<file path="config.mk">
export PLATFORM = sky130hd
export DESIGN_NAME = axis2fib_txctrl
export DESIGN_NICKNAME = d
export VERILOG_FILES = /design/src/rtl/axis2fib_pkg.sv /design/src/rtl/axis2fib_strb_chk.sv /design/src/rtl/axis2fib_txctrl.sv
export SDC_FILE = /design/constraint.sdc
export NUM_CORES = 1
export LEC_CHECK = 0
export ABC_AREA = 1
export BUFFER_PORTS_ARGS = -buffer_cell sky130_fd_sc_hd__buf_2
export CAP_MARGIN = 0
export CORE_MARGIN = 2
export CORE_UTILIZATION = 53
export DETAILED_ROUTE_END_ITERATION = 12
export PLACE_DENSITY = 0.87
export SYNTH_ARGS = -nofsm -noshare
export SYNTH_HDL_FRONTEND = slang
export SYNTH_HIERARCHICAL = 1
export SYNTH_SLANG_ARGS = --single-unit
</file>
<file path="constraint.sdc">
create_clock -name tx_mac_aclk -period 6.4 [get_ports tx_mac_aclk]
set_input_delay 0.64 -clock tx_mac_aclk [delete_from_list [all_inputs] [get_ports tx_mac_aclk]]
set_output_delay 0.64 -clock tx_mac_aclk [all_outputs]
set_load 0.01 [all_outputs]
</file>
<file path="src/rtl/axis2fib_pkg.sv">
// axis2fib_pkg: shared definitions for the AXIS-to-FIFO transmit bridge.
//   - one-hot FSM state encodings
//   - count-word field offsets (byte count in [31:16], status in [2:0])
//   - legal tstrb patterns and the count-word packing helper
package axis2fib_pkg;

  localparam logic [2:0] TX_IDLE  = 3'b001;
  localparam logic [2:0] TX_DATA  = 3'b010;
  localparam logic [2:0] TX_WRCNT = 3'b100;

  localparam int BCNT_MSB  = 31;
  localparam int BCNT_LSB  = 16;
  localparam int OVS_BIT   = 2;
  localparam int STRB_BIT  = 1;
  localparam int TUSER_BIT = 0;

  localparam logic [7:0] STRB_FULL = 8'hFF;

  // Last-beat strobes must be contiguous from lane 0.
  localparam logic [7:0] STRB_LEGAL [8] = '{8'h01, 8'h03, 8'h07, 8'h0F,
                                            8'h1F, 8'h3F, 8'h7F, 8'hFF};

  function automatic logic [31:0] pack_cnt(input logic [15:0] cnt,
                                           input logic ovs, input logic strb,
                                           input logic tuser);
    logic [31:0] w;
    w = '0;
    w[BCNT_MSB:BCNT_LSB] = cnt;
    w[OVS_BIT]           = ovs;
    w[STRB_BIT]          = strb;
    w[TUSER_BIT]         = tuser;
    return w;
  endfunction

endpackage

</file>
<file path="src/rtl/axis2fib_strb_chk.sv">
// axis2fib_strb_chk: combinational tstrb analysis.
//   strb  in  8  byte-lane strobes of the current beat
//   res   out 5  {popcount[3:0], legal}; legal = strobe is a contiguous
//                run starting at lane 0 (valid as a last-beat pattern)
module axis2fib_strb_chk
  import axis2fib_pkg::*;
(
  input  logic [7:0] strb,
  output logic [4:0] res
);

  logic [3:0] cnt;
  logic       legal;

  always_comb begin
    cnt   = '0;
    legal = 1'b0;
    for (int i = 0; i < 8; i++) begin
      cnt = cnt + {3'b000, strb[i]};
      if (strb == STRB_LEGAL[i]) legal = 1'b1;
    end
    res = {cnt, legal};
  end

endmodule

</file>
<file path="src/rtl/axis2fib_txctrl.sv">
// axis2fib_txctrl: transmit-side AXIS slave feeding the TX data FIFO (one
// qword per accepted beat) and the TX count FIFO (one status word per frame).
// Ports:
//   tx_mac_aclk, reset_           clock, async active-low reset
//   tx_axis_mac_t*                AXIS slave (tdata/tvalid/tlast/tuser/tstrb/tready)
//   bit8_en                       1 = one byte per beat on lane 0
//   wralmfull_tf, wrfull_tcf      FIFO backpressure flags
//   wren_tf/datain_tf             data FIFO write port (1 cycle after accept)
//   wren_tcf/datain_tcf           count FIFO write port
//   tx_frame_done                 pulse with each count-word write
// Optional macro AXIS2FIB_TX_STATS_EN adds tx_frame_cnt / tx_err_cnt.
module axis2fib_txctrl
  import axis2fib_pkg::*;
#(
  parameter int          DATA_WIDTH = 64,
  parameter int          BCNT_WIDTH = 32,
  parameter logic [15:0] MAX_BYTES  = 16'd9600
) (
  input  logic                  tx_mac_aclk,
  input  logic                  reset_,
  input  logic [DATA_WIDTH-1:0] tx_axis_mac_tdata,
  input  logic                  tx_axis_mac_tvalid,
  input  logic                  tx_axis_mac_tlast,
  input  logic                  tx_axis_mac_tuser,
  input  logic [7:0]            tx_axis_mac_tstrb,
  output logic                  tx_axis_mac_tready,
  input  logic                  bit8_en,
  input  logic                  wralmfull_tf,
  input  logic                  wrfull_tcf,
  output logic                  wren_tf,
  output logic [DATA_WIDTH-1:0] datain_tf,
  output logic                  wren_tcf,
  output logic [BCNT_WIDTH-1:0] datain_tcf,
  output logic                  tx_frame_done
`ifdef AXIS2FIB_TX_STATS_EN
  , output logic [31:0]         tx_frame_cnt
  , output logic [31:0]         tx_err_cnt
`endif
);

  logic [2:0]  state;
  logic [15:0] bytecnt;
  logic        ovs_err, strb_err, tuser_q;

  logic [4:0]  chk_res;
  logic [3:0]  strb_cnt;
  logic        strb_legal;
  logic        beat, strb_bad;
  logic [16:0] sum;
  logic [15:0] next_cnt;
  logic        in_wrcnt;

  axis2fib_strb_chk u_strb_chk (.strb(tx_axis_mac_tstrb), .res(chk_res));

  assign strb_cnt   = chk_res[4:1];
  assign strb_legal = chk_res[0];

  assign tx_axis_mac_tready = (state == TX_DATA) && !wralmfull_tf;
  assign beat               = tx_axis_mac_tvalid && tx_axis_mac_tready;

  assign sum      = {1'b0, bytecnt} + (bit8_en ? 17'd1 : {13'd0, strb_cnt});
  assign next_cnt = sum[16] ? 16'hFFFF : sum[15:0];

  // Middle beats must be full; the last beat must be a lane-0 run.
  assign strb_bad = !bit8_en &&
                    (tx_axis_mac_tlast ? !strb_legal : (tx_axis_mac_tstrb != STRB_FULL));

  // The count word is driven straight from state so it lands in the same
  // cycle as the registered write of the frame's last qword.
  assign in_wrcnt      = (state == TX_WRCNT);
  assign wren_tcf      = in_wrcnt;
  assign tx_frame_done = in_wrcnt;
  assign datain_tcf    = in_wrcnt ? BCNT_WIDTH'(pack_cnt(bytecnt, ovs_err, strb_err, tuser_q))
                                  : '0;

  always_ff @(posedge tx_mac_aclk or negedge reset_) begin
    if (!reset_) begin
      state     <= TX_IDLE;
      wren_tf   <= 1'b0;
      datain_tf <= '0;
      bytecnt   <= '0;
      ovs_err   <= 1'b0;
      strb_err  <= 1'b0;
      tuser_q   <= 1'b0;
    end else begin
      wren_tf <= 1'b0;
      case (state)
        TX_IDLE: if (!wralmfull_tf && !wrfull_tcf) state <= TX_DATA;
        TX_DATA: if (beat) begin
          wren_tf   <= 1'b1;
          datain_tf <= tx_axis_mac_tdata;
          bytecnt   <= next_cnt;
          if (strb_bad)             strb_err <= 1'b1;
          if (next_cnt > MAX_BYTES) ovs_err  <= 1'b1;
          if (tx_axis_mac_tlast) begin
            tuser_q <= tx_axis_mac_tuser;
            state   <= TX_WRCNT;
          end
        end
        TX_WRCNT: begin
          bytecnt  <= '0;
          ovs_err  <= 1'b0;
          strb_err <= 1'b0;
          tuser_q  <= 1'b0;
          state    <= TX_IDLE;
        end
        default: state <= TX_IDLE;
      endcase
    end
  end

`ifdef AXIS2FIB_TX_STATS_EN
  always_ff @(posedge tx_mac_aclk or negedge reset_) begin
    if (!reset_) begin
      tx_frame_cnt <= '0;
      tx_err_cnt   <= '0;
    end else if (in_wrcnt) begin
      tx_frame_cnt <= tx_frame_cnt + 32'd1;
      if (ovs_err || strb_err || tuser_q) tx_err_cnt <= tx_err_cnt + 32'd1;
    end
  end
`endif

endmodule

</file>
After elaboration in Yosys (flattened, before gate mapping). Cells that the tools add are included.

Register bits: 87. Bits of input ports: 80. Output and inout bits: 100. Logic and storage cells: 77.

$add $sub $neg: 8. Magnitude comparators: 1. Equality and inequality tests: 17. Muxes and demuxes: 29. Reduce and logical (&&, ||, !) cells: 15.

Operators by type and width (number): two-way mux 16 bit (2); two-way mux 32 bit (1); one-hot mux 16 bit (2 select lines) (1); adder 4 x 1 -> 4 bit (6); adder 16 x 4 -> 17 bit (1); two-way mux 1 bit (17); > comparator 16 x 14 -> 1 bit, second input constant (1); AND reduction 3 bit (4); two-way mux 3 bit (3); equality test 8 x 1 -> 1 bit, second input constant (1); equality test 8 x 2 -> 1 bit, second input constant (1); equality test 8 x 3 -> 1 bit, second input constant (1); equality test 8 x 4 -> 1 bit, second input constant (1); equality test 8 x 5 -> 1 bit, second input constant (1); equality test 8 x 6 -> 1 bit, second input constant (1); equality test 8 x 7 -> 1 bit, second input constant (1); equality test 8 bit, second input constant (1); != test 2 bit, second input constant (4); != test 8 bit, second input constant (1); one-hot mux 1 bit (2 select lines) (3); one-hot mux 3 bit (2 select lines) (1); logical AND 1 bit (4); zero test 1 bit (4); two-way mux 4 bit (1); 7 further kinds (8).

Logic depth before layout (Yosys ltp). Gate-level depths: netlist of the first run.

Depth after elaboration: 15. Depth in mapped cells: 29. Gate-level depth less buffers: 29.

Modules after synthesis. The synthesis of the first run kept the hierarchy.

Modules (own cells, without submodules): axis2fib_txctrl (times used 1, cells an instance 554, area each 4334.2 um2, seq. area each 2178.3 um2); axis2fib_strb_chk (times used 1, cells an instance 39, area each 267.8 um2, seq. area each 0.0 um2).

Worst setup path after synthesis of the first run. Ideal clock, no wire load.

Kind: input -> register. Start: in tx_axis_mac_tstrb[0]. End: reg ovs_err. Setup time: 116 ps. Arrival time: 4533 ps. Required time: 6284 ps. Setup slack: 1750 ps. Stages on the path: 26. Path buffers: 0. Cell sequence: fa_1 > inv_1 > fa_1 > fa_1 > inv_1 > ha_1 > inv_1 > fa_1 > inv_1 > inv_1 > nor2_1 > fa_1 > nand3_1 > nand3_1 > nand4_4 > clkinv_2 > nor2_4 > nand2_4 > nor2_4 > nand3_2 > nand2_1 > nand2_1 > nand2_1 > nand2_1 > nand2_1 > nand2_1.

Word-level cells in the longest chain between the ends: 13.

Ends and longest elaborated chain: start: declaration (line axis2fib_txctrl.sv:25) `input logic [7:0] tx_axis_mac_tstrb,`; adder 1 x 1 -> 2 bit (line axis2fib_strb_chk.sv:19) `cnt = cnt + {3'b000, strb[i]};`; adder 4 x 1 -> 4 bit (6 in a row) (line axis2fib_strb_chk.sv:19); via chk_res[2] (line axis2fib_txctrl.sv:45) `logic [4:0] chk_res;`; two-way mux 4 bit (line axis2fib_txctrl.sv:61) `assign sum = {1'b0, bytecnt} + (bit8_en ? 17'd1 : {13'd0, strb_cnt});`; adder 16 x 4 -> 17 bit (line axis2fib_txctrl.sv:61); two-way mux 16 bit (line axis2fib_txctrl.sv:62) `assign next_cnt = sum[16] ? 16'hFFFF : sum[15:0];`; > comparator 16 x 14 -> 1 bit (line axis2fib_txctrl.sv:94) `if (next_cnt > MAX_BYTES) ovs_err <= 1'b1;`; != test 2 x 1 -> 1 bit (no line); AND reduction 3 bit (no line); end signal: assignment (line axis2fib_txctrl.sv:82) `ovs_err <= 1'b0;`; end signal: assignment (line axis2fib_txctrl.sv:94); end signal: assignment (line axis2fib_txctrl.sv:102) `ovs_err <= 1'b0;`; end: declaration (line axis2fib_txctrl.sv:43) `logic ovs_err, strb_err, tuser_q;`.

The timed path passes the listed nets, and every way through them passes these cells. A chain may end at the register's enable or synchronous reset.

Final worst setup path of the first run. Same ends and word-level chain as after synthesis.

==> impl_metrics.yaml, run 1 <==
grt:
  grt_antenna_before_repair: 0
  grt_max_degree: 88
  grt_pass1_wl_mm: 19.7
  grt_pass1_vias: 4330
  globalRouteTotalUtil_pct: 24.9
  overflow: 0
synth:
  synth.ff_latch_count: 87
  synth_area_sq_mm: 0.00460
  synth_top_area_share_pct: 46.8
  netlist.top_cell.by_area: "dfrtp_1"
  synth_area_leaders: "dfrtp_1 (47%), nand2_1 (21%), inv_1 (4.2%)"
  synth_warnings: 6
  syn-instance-count: 593
  ys_types: 35
  syn_avg_cell_area_sq_um: 7.76
  synth.yosys.seq_area_share_pct: 47.3
setup_path:
  worstPathBufferInverterCount: 7
  worst_path_dominant_cell_family: "adder cells"
  crit_required_ps: 6640
  critPathMaxFanout: 9
  worst_path_most_repeated_cell: "nand2_1"
  worstPathArrival_ps: 5010
  cp-end-kind: "register"
  worst-r2r-setup-slack_ps: 3810
  timing_worst_setup_path_type: "input pin to register"
  timing.critical_path.slowest_stage_cell: "fa_1"
  crit_path_start_kind: "input pin"
  slowest_delay_ps: 550
clock_network:
  cts.htree.levels: 3
  clkLatencyLatePin_ps: 360
  cts_setup_buffers: 0
  root_buffer: "clkbuf_8"
  cts_repair_resize_count: 0
  cts_made_buffers: 9
  cts_num_sinks: 87
  clk_pin_slew_ps: 90
  post_cts_hold_buffer_count: 0
  cts.path.max_buffers: 2
  tritoncts: "yes"
die:
  starting_density_pct: 55.5
  io_pins: 180
  dieWidth_um: 97.2
  die_h_um: 97.2
  dieArea_sq_mm: 0.00944
  floorplan.core_area_sq_mm: 0.00830
  fp-row-count: 33
sta:
  timing_max_transition_violations_final: 0
  worst_slack_ps: 1630
  max_freq_mhz: 210
  clock-skew-final_ps: 18.6
  fin_crit_sh_pct: 74.5
  hold_violations: 0
  timing_worst_slew_pin_value_ps: 1070
  timing.final.setup_violations: 0
  sum_of_negative_setup_slack_ps: 0
  timing.slew.headroom_pct: 29.0
  rsz0062_at_grt: "no"
  period_minus_slack_ps: 4770
layout:
  ff_latch_area_sq_mm: 0.00218
  fillerInstances: 696
  final_net_count: 845
  post_route_cells_drive_above_1_share_pct: 29.4
  layout-area-overhead-vs-synth_pct: 22.4
  multi_input_comb_area_sq_mm: 0.00207
  num_antenna_cells: 0
placement:
  globalplace.congestion: 0.949
  pre_cts_ws_ps: 1250
  hpwlAfterDp_mm: 8.57
  port-buffer-count: 166
routing:
  routed_via_density: 4.98
  drtIter0Drc: 173
  drcViolationCount: 0
  routed-via-count: 4284
  drt.antenna.violating_nets: 0
  detailedRoute.firstPassIterationCount: 8
  post_drt_wl_per_cell_um: 13.3
  wirelength_mm: 11.5
power:
  clkPwrFrac_pct: 18.3
  power.combinational.fraction_pct: 39.1
  ir_drop_mv: 0.223
  sequential_group_share_of_total_power_pct: 42.6
  swShare_pct: 40.2
  intPower_uw: 1240
  power.leakage_uw: 0.00328
  power_density_normalized_to_cell_area_mw_per_mm2: 367
  switchingPower_uw: 831
run:
  drv.max_cap_violation_count: 0
hold_path:
  hp-class: "input pin to async pin"
run_status:
  run_status: "complete, no violations"
-- synth_stat cells (all sizes together) --
| cell | n |
|---|---|
| o21ai | 25 |
| dfrtp | 86 |
| fa | 5 |
| xor2 | 6 |
| o211ai | 1 |
| nand4 | 7 |
| or2 | 2 |
| nor3 | 4 |
| o22ai | 4 |
| o31ai | 1 |
| clkbuf | 13 |
| a21oi | 4 |
| clkinv | 1 |
| buf | 20 |
| nor2 | 48 |
| xnor2 | 1 |
| conb | 1 |
| inv | 55 |
| nand2 | 267 |
| nand3 | 30 |
| a31o | 1 |
| nand3b | 1 |
| dfstp | 1 |
| ha | 9 |
-- flip-flops by register name, indices dropped and copies added, names as in the netlist --
signal     flops
wren_tf        1
ovs_err        1
state          3
strb_err       1
tuser_q        1
datain_tf     64
bytecnt       16
-- worst register-to-register path, delay by kind of cell, from the launching register on --
| kind | cells | cell delay, ps |
|---|---|---|
| buffers and inverters | 1 | 170 |
| AND/OR/NAND/NOR | 13 | 1240 |
| adder cells (fa/ha/maj) | 2 | 670 |
| flip-flops | 1 | 400 |
-- kinds of logic after synthesis --
logic type / share of synthesized area [%]
other cells: 0.0815
compound gates: 4.30
fa+ha+maj: 4.62
flops: 47.3
buf+inv: 8.70
xor+xnor: 1.33
simple gates: 33.6
-- cell usage in the layout (no fill, tap or decap), types with 4 or more instances in the layout --
master,count
nand3_2,4
clkbuf_8,9
conb_1,13
nand4_1,6
ha_1,9
nand2_1,253
inv_1,52
xor2_1,6
nor2_2,4
fa_1,5
nor2_1,39
nor2_4,5
dfrtp_1,86
a21oi_1,4
nand3_1,26
o22ai_1,4
buf_2,165
o21ai_0,23
nand2_2,13
-- per-stage QoR --
stage          utilization [%]  hold slack (ps)  total power [uW]  instances  area [sq um]
2_1_floorplan                -              344              1370        605          4650
3_3_place_gp              65.6              456              1680        845          5440
3_5_place_dp              65.6              459              1710        845          5440
4_1_cts                   67.9              447              2090        861          5630
5_1_grt                   67.9              453              2240        861          5630
6_report                  67.9              456              2070        861          5630
-- final timing paths --
check	start	to	cells past startpoint
max in group asynchronous	reset_	datain_tf[27]	1
setup reg to reg	bytecnt[0]	ovs_err	16
hold reg to reg	datain_tf[1]	datain_tf[1]	2
setup / recovery	tx_axis_mac_tstrb[0]	ovs_err	27
min in group tx_mac_aclk	tx_axis_mac_tdata[17]	datain_tf[17]	3
hold / removal	reset_	bytecnt[1]	1
-- cell type report --
cell class                      instances  share of cell area [%]
Clock buffer                            9                    2.20
Tap cell                              105                    2.33
Clock inverter                          7                    1.24
Inverter                               56                    3.75
Multi-Input combinational cell        429                    36.8
Timing Repair Buffer                  168                    15.1
Sequential cell                        87                    38.7
-- per-layer routing --
| metal | up-vias | global-route usage, % | wire length, um |
|---|---|---|---|
| met5 | - | 0 | 0 |
| li1 | 2112 | - | - |
| met4 | 0 | 7.15 | 238 |
| met3 | 22 | 7.27 | 949 |
| met2 | 180 | 42.6 | 5690 |
| met1 | 1970 | 30.6 | 4620 |
-- power groups by stage --
stage,Sequential (uW),Combinational (uW),Clock [uW]
5_1_grt,909,922,411
3_5_place_dp,884,824,0
4_1_cts,882,823,388
3_3_place_gp,884,794,0
2_1_floorplan,972,401,0
6_report,882,808,377
Note: power is estimated with default switching activity, not from simulation.
==> inputs of run 2 (changes only) <==
- CORE_UTILIZATION: 53 -> 44
- PLACE_DENSITY: 0.87 -> 0.77
- clock period: 6.4 -> 4.1 ns (I/O delays scaled with it)
==> run 2 against run 1 <==
Clock skew is 7.4 ps lower. Core utilization is 9.1 points lower. The flow now finishes with violations (negative setup slack). Count of clock-buffer cells in the layout is 4 higher. Largest cell class is now multi-input combinational cells. Total power is 63% higher. Critical path type unchanged. Highest routed layer unchanged. Critical endpoint unchanged. Wire length is 7.0% higher. Hold slack worse by 220 ps. Clock power is 52% higher. Sequential share of layout area is 2.5 points lower. Global-route usage is 2.8 points lower. First-iteration DRC count is 9.8% higher.
==> impl_metrics.yaml, run 2 (synthesis results as in run 1) <==
setup_path:
  worstPathArrival_ps: 4640
  critPathMaxFanout: 5
  crit_required_ps: 4350
  cp-end-kind: "register"
  timing.critical_path.slowest_stage_cell: "fa_1"
  timing_worst_setup_path_type: "input pin to register"
  worst_path_most_repeated_cell: "nand2_1"
  slowest_delay_ps: 560
  crit_path_start_kind: "input pin"
clock_network:
  cts.path.max_buffers: 2
  tritoncts: "yes"
  cts.htree.levels: 3
  cts_made_buffers: 9
  clkLatencyLatePin_ps: 360
  clk_pin_slew_ps: 90
  cts_num_sinks: 87
  root_buffer: "clkbuf_8"
hold_path:
  hp-class: "input pin to register"
die:
  fp-row-count: 37
  floorplan.core_area_sq_mm: 0.0102
  io_pins: 180
  dieArea_sq_mm: 0.0113
  starting_density_pct: 45.0
  dieWidth_um: 106
  die_h_um: 106
routing:
  drt.antenna.violating_nets: 0
  drcViolationCount: 0
  routed-via-count: 4400
  wirelength_mm: 12.3
  routed_via_density: 4.82
  detailedRoute.firstPassIterationCount: 5
  drtIter0Drc: 190
  post_drt_wl_per_cell_um: 13.5
power:
  power.leakage_uw: 0.00342
  power_density_normalized_to_cell_area_mw_per_mm2: 559
  total_power_of_the_final_layout_uw: 3360
  ir_drop_mv: 0.370
sta:
  period_minus_slack_ps: 4390
  timing_max_transition_violations_final: 0
  sum_of_negative_setup_slack_ps: -362
  rsz0062_at_grt: "yes"
  worst_slack_ps: -291
  hold_violations: 0
  max_freq_mhz: 228
  clock-skew-final_ps: 11.2
  fin_crit_sh_pct: 107
  timing_worst_slew_pin_value_ps: 1080
  timing.final.setup_violations: 3
  timing.slew.headroom_pct: 28.2
layout:
  largest_registers: "datain_tf: 64 flops, bytecnt: 16 flops, state: 3 flops"
  mostFrequentLayoutCell: "nand2_1"
  layout-area-overhead-vs-synth_pct: 30.8
  post_route_cells_drive_above_1_share_pct: 35.6
  mostFrequentLayoutCells: "nand2_1 (240), buf_2 (163), dfrtp_1 (86), inv_1 (46), nor2_1 (36)"
  largest_register_ffs: 64
  final_net_count: 865
  num_antenna_cells: 0
  top_register: "datain_tf"
grt:
  overflow: 0
  grt_pass1_vias: 4228
  grt_antenna_before_repair: 0
  grt_pass1_wl_mm: 19.7
  globalRouteTotalUtil_pct: 22.0
  grt_max_degree: 88
placement:
  hpwlAfterDp_mm: 8.87
  port-buffer-count: 166
  pre_cts_ws_ps: -630
  globalplace.congestion: 0.893
run:
  drv.max_cap_violation_count: 0
run_status:
  run_status: "complete, but fails checks"
  violations: "negative setup slack"
==> run 2: changes by cell type in the layout (fill, tap and decap cells not counted), moves of 4 or more <==
cell / change
inv_2: +5
nand3_1: -6
buf_4: +19
inv_1: -6
nand2_2: +9
o21ai_0: -4
nand2_1: -13
nand2_4: +4
==> run 2: timing repair <==
action / 4_1_cts / 5_1_grt
endpoints found under the setup margin: 1 / 14
hold buffers: 0 / 0
buffers inserted: 2 / 2
pin swaps: 3 / 30
gates resized for setup: 4 / 50
==> run 2: area by class of cell <==
cell class | count | area, sq um
Sequential cell | 87 | 2180
Timing Repair Buffer | 188 | 1020
Inverter | 56 | 218
Clock buffer | 13 | 159
Tap cell | 136 | 170
Fill cell | 939 | 4210
Multi-Input combinational cell | 429 | 2250
Clock inverter | 3 | 25.0
==> run 2: metal layers <==
metal	global-route usage (%)	vias up	share of wire, %
li1	-	2149	-
met1	27.2	2062	42
met2	36.8	167	49
met3	5.58	22	6.6
met4	9.30	0	1.9
met5	0	-	0
==> run 2: final timing paths <==
check                                 to  cells after the start  slack (ps)             startpoint
max reg2reg                      ovs_err                     18        1760             bytecnt[0]
max                              ovs_err                     29        -290   tx_axis_mac_tstrb[3]
min in group asynchronous   datain_tf[7]                      1         250                 reset_
min reg2reg                datain_tf[43]                      2         480          datain_tf[43]
min                        datain_tf[29]                      3         240  tx_axis_mac_tdata[29]
max in group asynchronous  datain_tf[51]                      1        3160                 reset_
==> run 2: critical path: cells and delay by family <==
kind / cells / cell delay, ps
buf+inv: 6 / 350
fa+ha+maj: 6 / 2640
simple gates: 17 / 1240
==> run 2: report_power, final <==
part,internal [uW],switching [uW]
logic,571,829
clock network,259,315
registers,1200,192
total,2030,1340
==> run 2: through the flow <==
| stage | area [sq um] | utilization, % | hold slack (ps) | cells |
|---|---|---|---|---|
| finish | 6020 | 58.8 | 240 | 912 |
| global route | 6020 | 58.8 | 215 | 912 |
| CTS | 5830 | 57.0 | 218 | 910 |
| detailed placement | 5610 | 54.9 | 460 | 892 |
| global placement | 5610 | 54.9 | 458 | 892 |
| floorplan | 4660 | - | 114 | 605 |
